**config.mk**
```make
export PLATFORM = sky130hd
export DESIGN_NAME = int_ram_pingpong_ctrl
export DESIGN_NICKNAME = d
export VERILOG_FILES = /design/src/rtl/int_ram_pkg.sv /design/src/rtl/int_ram_bank_fsm.sv /design/src/rtl/int_ram_pingpong_ctrl.sv
export SDC_FILE = /design/constraint.sdc
export NUM_CORES = 1
export LEC_CHECK = 0
export CORE_MARGIN = 5
export CORE_UTILIZATION = 37
export DETAILED_ROUTE_END_ITERATION = 6
export MAX_ROUTING_LAYER = met4
export PLACE_DENSITY = 0.84
export SLEW_MARGIN = 40
export SYNTH_ARGS = -nofsm -noshare
export SYNTH_HDL_FRONTEND = slang
export SYNTH_HIERARCHICAL = 1
export SYNTH_SLANG_ARGS = --single-unit
```
**constraint.sdc**
```tcl
create_clock -name clk -period 2.05 [get_ports clk]
set_input_delay 0.41 -clock clk [delete_from_list [all_inputs] [get_ports clk]]
set_output_delay 0.41 -clock clk [all_outputs]
set_load 0.005 [all_outputs]
```
**src/rtl/int_ram_pkg.sv**
```systemverilog
// Shared types and constants for the INT_RAM ping-pong controller.
// Bank indices match the INT_RAM port numbering (1 and 2).
package int_ram_pkg;

  localparam int DEFAULT_DATA_WIDTH = 8;
  localparam int DEFAULT_ADDR_WIDTH = 8;

  typedef enum logic [1:0] {
    EMPTY   = 2'd0,
    FILLING = 2'd1,
    FULL    = 2'd2
  } bank_state_t;

  typedef logic [1:0] bank_idx_t;

  localparam bank_idx_t BANK_A = 2'd1;
  localparam bank_idx_t BANK_B = 2'd2;

  function automatic bank_idx_t bank_toggle(input bank_idx_t bank);
    return (bank == BANK_A) ? BANK_B : BANK_A;
  endfunction

endpackage

```
**src/rtl/int_ram_bank_fsm.sv**
```systemverilog
// Per-bank ownership state: EMPTY -> FILLING -> FULL while written,
// back to EMPTY when the decoder releases it.
module int_ram_bank_fsm
  import int_ram_pkg::*;
(
  input  logic        clk,
  input  logic        rst,
  input  logic        wr_accept,
  input  logic        wr_last,
  input  logic        rd_release,
  output bank_state_t state
);

  // Release and write never target the same bank: writes need EMPTY/FILLING,
  // release needs FULL.
  always_ff @(posedge clk) begin
    if (rst) begin
      state <= EMPTY;
    end else if (rd_release) begin
      state <= EMPTY;
    end else if (wr_accept) begin
      state <= wr_last ? FULL : FILLING;
    end
  end

endmodule

```
**src/rtl/int_ram_pingpong_ctrl.sv**
```systemverilog
// Ping-pong write/read controller in front of the two INT_RAM banks.
// Optional macro INT_RAM_CTRL_ERR_EN adds the err_sticky output.
module int_ram_pingpong_ctrl
  import int_ram_pkg::*;
#(
  parameter int DATA_WIDTH = DEFAULT_DATA_WIDTH,
  parameter int ADDR_WIDTH = DEFAULT_ADDR_WIDTH,
  parameter int N_LLR      = 256
) (
  input  logic                  clk,
  input  logic                  rst,
  input  logic                  in_valid,
  input  logic [DATA_WIDTH-1:0] in_data,
  output logic                  in_ready,
  output logic                  frame_ready,
  input  logic                  dec_rd_en,
  input  logic [ADDR_WIDTH-1:0] dec_rd_addr,
  output logic [DATA_WIDTH-1:0] dec_rd_data,
  output logic                  dec_rd_valid,
  input  logic                  dec_done,
  output logic [DATA_WIDTH-1:0] ram_data_in  [2:1],
  output logic [ADDR_WIDTH-1:0] ram_address  [2:1],
  output logic                  ram_chip_sel [2:1],
  output logic                  ram_write_en [2:1],
  input  logic [DATA_WIDTH-1:0] ram_data_out [2:1]
`ifdef INT_RAM_CTRL_ERR_EN
  ,
  output logic                  err_sticky
`endif
);

  localparam logic [ADDR_WIDTH-1:0] LAST_CNT = ADDR_WIDTH'(N_LLR - 1);
  localparam logic [ADDR_WIDTH:0]   N_LIMIT  = (ADDR_WIDTH + 1)'(N_LLR);

  bank_state_t           bank_state [2:1];
  bank_idx_t             wr_bank_reg;
  bank_idx_t             rd_bank_reg;
  bank_idx_t             rd_bank_q_reg;
  logic [ADDR_WIDTH-1:0] wr_cnt_reg;
  logic                  rd_valid_reg;

  bank_state_t wr_state;
  bank_state_t rd_state;
  logic        wr_accept;
  logic        wr_last;
  logic        rd_accept;
  logic        rd_release;
  logic        addr_ok;

  assign wr_state = (wr_bank_reg == BANK_B) ? bank_state[2] : bank_state[1];
  assign rd_state = (rd_bank_reg == BANK_B) ? bank_state[2] : bank_state[1];

  assign in_ready    = !rst && (wr_state != FULL);
  assign frame_ready = (rd_state == FULL);
  assign addr_ok     = ({1'b0, dec_rd_addr} < N_LIMIT);

  assign wr_accept  = in_valid && in_ready;
  assign wr_last    = (wr_cnt_reg == LAST_CNT);
  assign rd_accept  = !rst && dec_rd_en && frame_ready && addr_ok;
  assign rd_release = !rst && dec_done && frame_ready;

  generate
    for (genvar gi = 1; gi <= 2; gi++) begin : g_bank
      logic wr_hit;
      logic rd_hit;

      assign wr_hit = wr_accept && (wr_bank_reg == bank_idx_t'(gi));
      assign rd_hit = rd_accept && (rd_bank_reg == bank_idx_t'(gi));

      int_ram_bank_fsm u_fsm (
        .clk        (clk),
        .rst        (rst),
        .wr_accept  (wr_hit),
        .wr_last    (wr_last),
        .rd_release (rd_release && (rd_bank_reg == bank_idx_t'(gi))),
        .state      (bank_state[gi])
      );

      // A bank is either being filled or being read, never both.
      assign ram_chip_sel[gi] = wr_hit || rd_hit;
      assign ram_write_en[gi] = wr_hit;
      assign ram_address[gi]  = wr_hit ? wr_cnt_reg :
                                rd_hit ? dec_rd_addr : '0;
      assign ram_data_in[gi]  = wr_hit ? in_data : '0;
    end
  endgenerate

  always_ff @(posedge clk) begin
    if (rst) begin
      wr_bank_reg   <= BANK_A;
      rd_bank_reg   <= BANK_A;
      rd_bank_q_reg <= BANK_A;
      wr_cnt_reg    <= '0;
      rd_valid_reg  <= 1'b0;
    end else begin
      rd_valid_reg  <= rd_accept;
      rd_bank_q_reg <= rd_bank_reg;
      if (wr_accept) begin
        if (wr_last) begin
          wr_cnt_reg  <= '0;
          wr_bank_reg <= bank_toggle(wr_bank_reg);
        end else begin
          wr_cnt_reg  <= wr_cnt_reg + 1'b1;
        end
      end
      if (rd_release) begin
        rd_bank_reg <= bank_toggle(rd_bank_reg);
      end
    end
  end

  // The bank captured at accept keeps a read coincident with dec_done on the old bank.
  assign dec_rd_valid = rd_valid_reg;
  assign dec_rd_data  = !rd_valid_reg ? '0 :
                        (rd_bank_q_reg == BANK_B) ? ram_data_out[2] : ram_data_out[1];

`ifdef INT_RAM_CTRL_ERR_EN
  logic err_sticky_reg;

  always_ff @(posedge clk) begin
    if (rst) begin
      err_sticky_reg <= 1'b0;
    end else if ((dec_rd_en && !rd_accept) || (dec_done && !frame_ready)) begin
      err_sticky_reg <= 1'b1;
    end
  end

  assign err_sticky = err_sticky_reg;
`endif

endmodule

```
==> impl_metrics.csv, run 1 <==
group,metric,value,unit
placed_design,gp_congestion,0.798,
logic_synthesis,synth_xor_area_share,0.651,%
critical_path,critPathRequiredTime,1.64,ns
power,p_int,579,uW
outcome,outcome,"finished with violations",
critical_path,rr_worst_depth,7,
power,p_per_area,283,mW/mm^2
clocking,cts_buffers,3,
logic_synthesis,syn_area,0.00135,sq mm
sta,final_max_slew_viol_count,0,
layout,final_nets,323,
sta,max_freq,0.430,GHz
grt,grt_pass1_vias,1688,
sta,worst_slew_pin_slew,0.382,ns
logic_synthesis,synth_compound_area_share,25.4,%
critical_path,cp-end-kind,"output pin",
grt,track_usage,21.3,%
grt,grt_overflow,0,
layout,fin_util,76.5,%
clocking,ctsHoldBuffers,0,
logic_synthesis,ys_types,40,
min_path,hold_depth,1,
die,die_h,70.3,microns
clocking,clk_latency,0.30,ns
critical_path,crit_type,"reg -> out",
die,initial_core_util,37.6,%
run,cap_violations,0,
sta,tns,-5.05,ns
logic_synthesis,syn_area_per_cell,8.73,sq um
detailed_routing,wl,5.60,mm
grt,grt_pass1_wl,8.31,mm
sta,setup_ws,-0.276,ns
die,coreArea,0.00358,sq mm
critical_path,crit_fanout,3,
placed_design,portBuffers,83,
detailed_routing,wl_per_cell,16.9,microns
logic_synthesis,synth_nets,192,
power,pwr-share-clk,25.2,%
power,peakVddDrop,295,uV
grt,grt_max_degree,18,
layout,n_antenna_cell,0,
logic_synthesis,ys_seq_elements,19,
die,dieArea,0.00494,sq mm
sta,setup_viol,34,
critical_path,critical_path_arrival,1.92,ns
sta,post-route-min-period,2.33,ns
layout,syn_to_final_growth,104,%
sta,rsz0062_at_grt,"true",
placed_design,dp_cells,299,
layout,n_fill_cell,225,
logic_synthesis,yosysSeqAreaShare,28.3,%
power,power_frac_comb,25.9,%
detailed_routing,via_count,1712,
die,core.rowCount,22,
detailed_routing,dr.first_iter.drc_count,65,
sta,timing.final.crit_share,113,%
grt,antenna_found_initial,0,
logic_synthesis,synth_edf_count,0,
clocking,cts_tree,"yes",
sta,hold_ws,0.523,ns
logic_synthesis,synthFlopType,"dfxtp_1",
layout,final_cell_count_no_fill,332,
clocking,htreeDepth,1,
die,ios,84,
detailed_routing,firstDrtPassIters,4,
clocking,cts-root-buf,"clkbuf_4",
placed_design,dp_hpwl,3.40,mm
sta,hold_viol,0,
layout,drive_gt1_share,45.1,%
logic_synthesis,synth_cells,154,
power,p_leak,0.00127,uW
logic_synthesis,synthSimpleGateAreaFrac,32.0,%
clocking,cts_buffer_depth,2,
logic_synthesis,synth_top_family_by_area,"simple AND/OR/NAND/NOR gates",
clocking,clk_pin_slew,0.11,ns
power,p_sw,196,uW
detailed_routing,vias_per_cell,5.16,
outcome,violations,"setup timing",
power,p_sw_share,25.3,%
logic_synthesis,synthAdderAreaFrac,0.930,%
placed_design,place_area,0.00237,sq mm
critical_path,worst_setup_path_start_kind,"register",
min_path,hp-class,"reg -> reg",
detailed_routing,drc,0,
layout,postLayoutCellArea,0.00274,sq mm
logic_synthesis,muxShareOfSynthArea,8.19,%
die,die_x,70.3,microns
layout,largest_reg_flops,8,
detailed_routing,ant_nets,0,
logic_synthesis,async_flop_share,0,%
sta,maxSlewHeadroom,74.4,%
clocking,cts.sinks,19,
sta,fin_skew,0.00325,ns
logic_synthesis,synth_warnings,6,
power,power_frac_seq,48.9,%
## Yosys cell counts (all sizes together), types with 3 or more instances
cell | n | share of area [%]
nand2b | 6 | 2.8
buf | 4 | 2.3
clkbuf | 3 | 0.84
nor3 | 5 | 3.0
o31ai | 5 | 2.8
a21oi | 8 | 3.3
or2 | 3 | 1.4
nand2 | 7 | 2.0
nor2b | 12 | 5.6
inv | 5 | 1.4
and2 | 16 | 7.4
dfxtp | 19 | 28
mux2i | 11 | 8.2
a22o | 16 | 10
or4 | 4 | 2.5
a21o | 3 | 1.7
nor4 | 3 | 1.9
nor2 | 4 | 1.3
## per-layer routing
metal	vias up	track usage (%)	wire length, microns
li1	830	-	-
met1	815	24.0	2150
met2	57	37.9	3080
met3	10	3.60	278
met4	0	6.81	95
met5	-	-	0
## cell families after synthesis
family	after synthesis
AOI/OAI and AO/OA	43
muxes	11
and+or+nand+nor	67
adders and majority gates	1
buffers and inverters	12
DFF	19
xor gates and xnor gates	1
## critical path, stage by stage, from the launching register on
cell and delay [ns]:
dfxtp_2 0.35, and4bb_4 0.34, buf_6 0.10, nor3_4 0.04, buf_6 0.11, buf_6 0.11
buf_6 0.11, buf_6 0.10, buf_6 0.10, and2_4 0.14, buf_6 0.11
## path summary, 6_finish.rpt
| check | start | end | slack (ns) |
|---|---|---|---|
| worst max-delay path | wr_bank_reg[0] | ram_data_in[9] | -0.28 |
| worst min-delay path | rd_bank_reg[0] | rd_bank_q_reg[0] | 0.52 |
| worst max register to register | wr_bank_reg[0] | wr_cnt_reg[7] | 0.06 |
| worst min register to register | rd_bank_reg[0] | rd_bank_q_reg[0] | 0.52 |
## placed cells by master (no fill, tap or decap), drive strengths merged, types with 2 or more instances in the layout
| cell | instances |
|---|---|
| or4 | 4 |
| o31ai | 5 |
| a21o | 3 |
| a211o | 2 |
| a211oi | 2 |
| inv | 5 |
| a2111oi | 2 |
| or3 | 2 |
| dlygate4sd2 | 10 |
| nand2 | 7 |
| nor3 | 5 |
| or2 | 3 |
| buf | 84 |
| nor2 | 4 |
| nor4 | 3 |
| nand2b | 6 |
| nor2b | 12 |
| a22o | 16 |
| and2 | 16 |
| o21ai | 2 |
| clkbuf | 6 |
| dfxtp | 19 |
| a21oi | 8 |
| clkdlybuf4s50 | 35 |
| mux2i | 11 |
## metrics by stage
stage          power (uW)  setup WS (ns)
2_1_floorplan         428          0.106
3_3_place_gp          540         -0.564
3_5_place_dp          543         -0.600
4_1_cts               760         -0.249
5_1_grt               808         -0.323
6_report              774         -0.276
## area by class of cell
type | count | area (sq um) | share of cell area, %
Timing Repair Buffer | 133 | 1260 | 46.0
Multi-Input combinational cell | 123 | 985 | 36.0
Sequential cell | 19 | 387 | 14.1
Tap cell | 48 | 60.1 | 2.19
Clock buffer | 3 | 22.5 | 0.822
Inverter | 5 | 18.8 | 0.685
Clock inverter | 1 | 5.00 | 0.183
## power groups by stage
stage	sequential (uW)	clock [uW]	combinational, uW
2_1_floorplan	385	0	42.9
3_3_place_gp	387	0	154
3_5_place_dp	387	0	156
4_1_cts	378	207	174
5_1_grt	380	216	212
6_report	379	195	201
## repair_timing
item	4_1_cts	5_1_grt
setup endpoints to repair	46	42
cloned	4	1
pin swaps	18	11
hold endpoints to repair	0	0
gates resized for setup	194	31
setup buffers	22	6
No activity file was read; power rests on OpenSTA's default activity.
==> run 2, diff against run 1 <==
--- a/config.mk
+++ b/config.mk
@@ -6,10 +6,11 @@
 export NUM_CORES = 1
 export LEC_CHECK = 0
 export CORE_MARGIN = 5
-export CORE_UTILIZATION = 37
+export CORE_UTILIZATION = 40
 export DETAILED_ROUTE_END_ITERATION = 6
+export DONT_BUFFER_PORTS = 1
 export MAX_ROUTING_LAYER = met4
-export PLACE_DENSITY = 0.84
+export PLACE_DENSITY = 0.57
 export SLEW_MARGIN = 40
 export SYNTH_ARGS = -nofsm -noshare
 export SYNTH_HDL_FRONTEND = slang
==> run 2 against run 1 <==
Effect of this change: the flow now finishes without violations; clock power is essentially flat; wire length decreased by 34%; combinational power down 70%; final cell count decreased by 36%; register-to-register slack improved by 0.23 ns; largest power group unchanged.
==> impl_metrics.csv, run 2 (synthesis results as in run 1) <==
group,metric,value,unit
critical_path,critical_path_arrival,1.63,ns
placed_design,dp_hpwl,2.72,mm
detailed_routing,vias_per_cell,5.80,
min_path,worst_hold_startpoint,"rst",
critical_path,reg2reg_from,"wr_bank_reg[1]",
power,power_frac_comb,9.6,%
grt,grt_pass1_wl,5.51,mm
detailed_routing,wl,3.69,mm
clocking,ctsHoldBuffers,0,
clocking,clk_latency,0.31,ns
power,p_per_area,409,mW/mm^2
critical_path,rrSetupSlack,0.29,ns
placed_design,dp_cells,201,
critical_path,rr_worst_depth,5,
detailed_routing,firstDrtPassIters,4,
critical_path,critPathRequiredTime,1.64,ns
power,power.total,634,uW
placed_design,gp_congestion,0.793,
layout,n_antenna_cell,0,
sta,setup_viol,0,
layout,final_cell_count_no_fill,211,
die,core.rowCount,21,
grt,grt_max_degree,20,
die,die_h,68.0,microns
critical_path,r2r-end,"wr_cnt_reg[3]",
die,dieArea,0.00462,sq mm
critical_path,crit_type,"reg -> out",
grt,antenna_found_initial,0,
min_path,holdPathEnd,"wr_bank_reg[1]",
sta,hold_viol,0,
layout,final_nets,204,
critical_path,worst_setup_path_start_kind,"register",
critical_path,crit_fanout,7,
sta,maxSlewHeadroom,62.6,%
layout,largest_reg_flops,8,
power,peakVddDrop,229,uV
min_path,hp-class,"in -> reg",
power,p_leak,0.000570,uW
die,ios,84,
sta,rsz0062_at_grt,"true",
detailed_routing,wl_per_cell,17.5,microns
clocking,cts_buffers,3,
power,power_frac_seq,59.6,%
sta,tns,0,ns
die,initial_core_util,41.0,%
detailed_routing,via_count,1224,
outcome,outcome,"completed",
power,pwr-share-clk,30.9,%
clocking,clk_pin_slew,0.12,ns
layout,syn_to_final_growth,15.3,%
sta,final_max_slew_viol_count,0,
critical_path,cp-end-kind,"output pin",
die,die_x,68.0,microns
sta,worst_slew_pin_slew,0.555,ns
grt,grt_overflow,0,
detailed_routing,ant_nets,0,
sta,fin_skew,0.0134,ns
clocking,cts-root-buf,"clkbuf_4",
clocking,cts_buffer_depth,2,
clocking,cts.sinks,19,
layout,n_fill_cell,325,
min_path,hold_depth,1,
grt,grt_pass1_vias,1177,
detailed_routing,drc,0,
sta,max_freq,0.490,GHz
placed_design,portBuffers,0,
layout,fin_util,47.2,%
run,cap_violations,0,
clocking,htreeDepth,1,
detailed_routing,dr.first_iter.drc_count,60,
power,p_sw,158,uW
sta,post-route-min-period,2.04,ns
sta,timing.final.crit_share,99.5,%
die,coreArea,0.00328,sq mm
power,p_sw_share,24.9,%
clocking,cts_tree,"yes",
grt,track_usage,15.8,%
layout,drive_gt1_share,24.8,%
power,p_int,476,uW
layout,final_cell_mix,"a22o_1, dfxtp_1, nor2b_1",
[run 2: area by class of cell]
| type | instances | area, sq um | area share, % |
|---|---|---|---|
| clock buffers | 3 | 22.5 | 1.45 |
| clock inverters | 1 | 5.00 | 0.323 |
| inverters | 5 | 18.8 | 1.21 |
| multi-input cells | 123 | 937 | 60.5 |
| flip-flops and latches | 19 | 384 | 24.8 |
| well taps | 46 | 57.6 | 3.71 |
| repair buffers | 14 | 125 | 8.07 |
[run 2: worst max-delay path: stages, from the launching register on]
cell,delay [ns]
dfxtp_2,0.37
and4bb_4,0.23
a211o_1,0.28
nor2_4,0.14
buf_6,0.15
a22o_1,0.16
[run 2: per-layer routing]
layer | GRT usage [%] | vias up | wire length, microns
li1 | - | 590 | -
met1 | 19.5 | 591 | 1560
met2 | 26.2 | 41 | 1940
met3 | 4.27 | 2 | 174
met4 | 2.48 | 0 | 18
met5 | - | - | 0
[run 2: through the flow]
step           area (sq um)  hold slack (ns)  setup slack [ns]
3_3_place_gp           1430            0.483             0.279
5_1_grt                1550            0.123           -0.0684
4_1_cts                1520            0.142          -0.00353
3_5_place_dp           1430            0.488             0.224
6_report               1550            0.145           0.00925
2_1_floorplan          1350            0.456             0.106
[run 2: how the worst max path moves through the flow]
| stage | slack, ns | cells after the start | to | from |
|---|---|---|---|---|
| after CTS | -0.004 | 5 | ram_address[0] | wr_bank_reg[1] |
| after global placement | 0.28 | 5 | ram_address[4] | g_bank[2].u_fsm/state[0] |
| after detailed placement | 0.22 | 5 | ram_address[0] | g_bank[2].u_fsm/state[0] |
| after floorplan | 0.11 | 5 | ram_address[6] | g_bank[2].u_fsm/state[0] |
| final | 0.009 | 5 | ram_address[5] | wr_bank_reg[1] |
| after global routing | -0.07 | 5 | ram_address[5] | g_bank[2].u_fsm/state[0] |
[run 2: power groups by stage]
| stage | registers, uW | logic [uW] | clock network [uW] |
|---|---|---|---|
| after floorplan | 385 | 42.9 | 0 |
| after global placement | 386 | 47.5 | 0 |
| final | 378 | 60.8 | 196 |
| after CTS | 377 | 58.3 | 200 |
| after detailed placement | 386 | 49.2 | 0 |
| after global routing | 378 | 66.6 | 215 |
[run 2: timing repair]
item / in CTS / in global routing
resized for setup: 11 / 5
buffers inserted: 2 / 2
endpoints found under the setup margin: 34 / 21
gates cloned: 2 / 0
pin swaps: 2 / 11
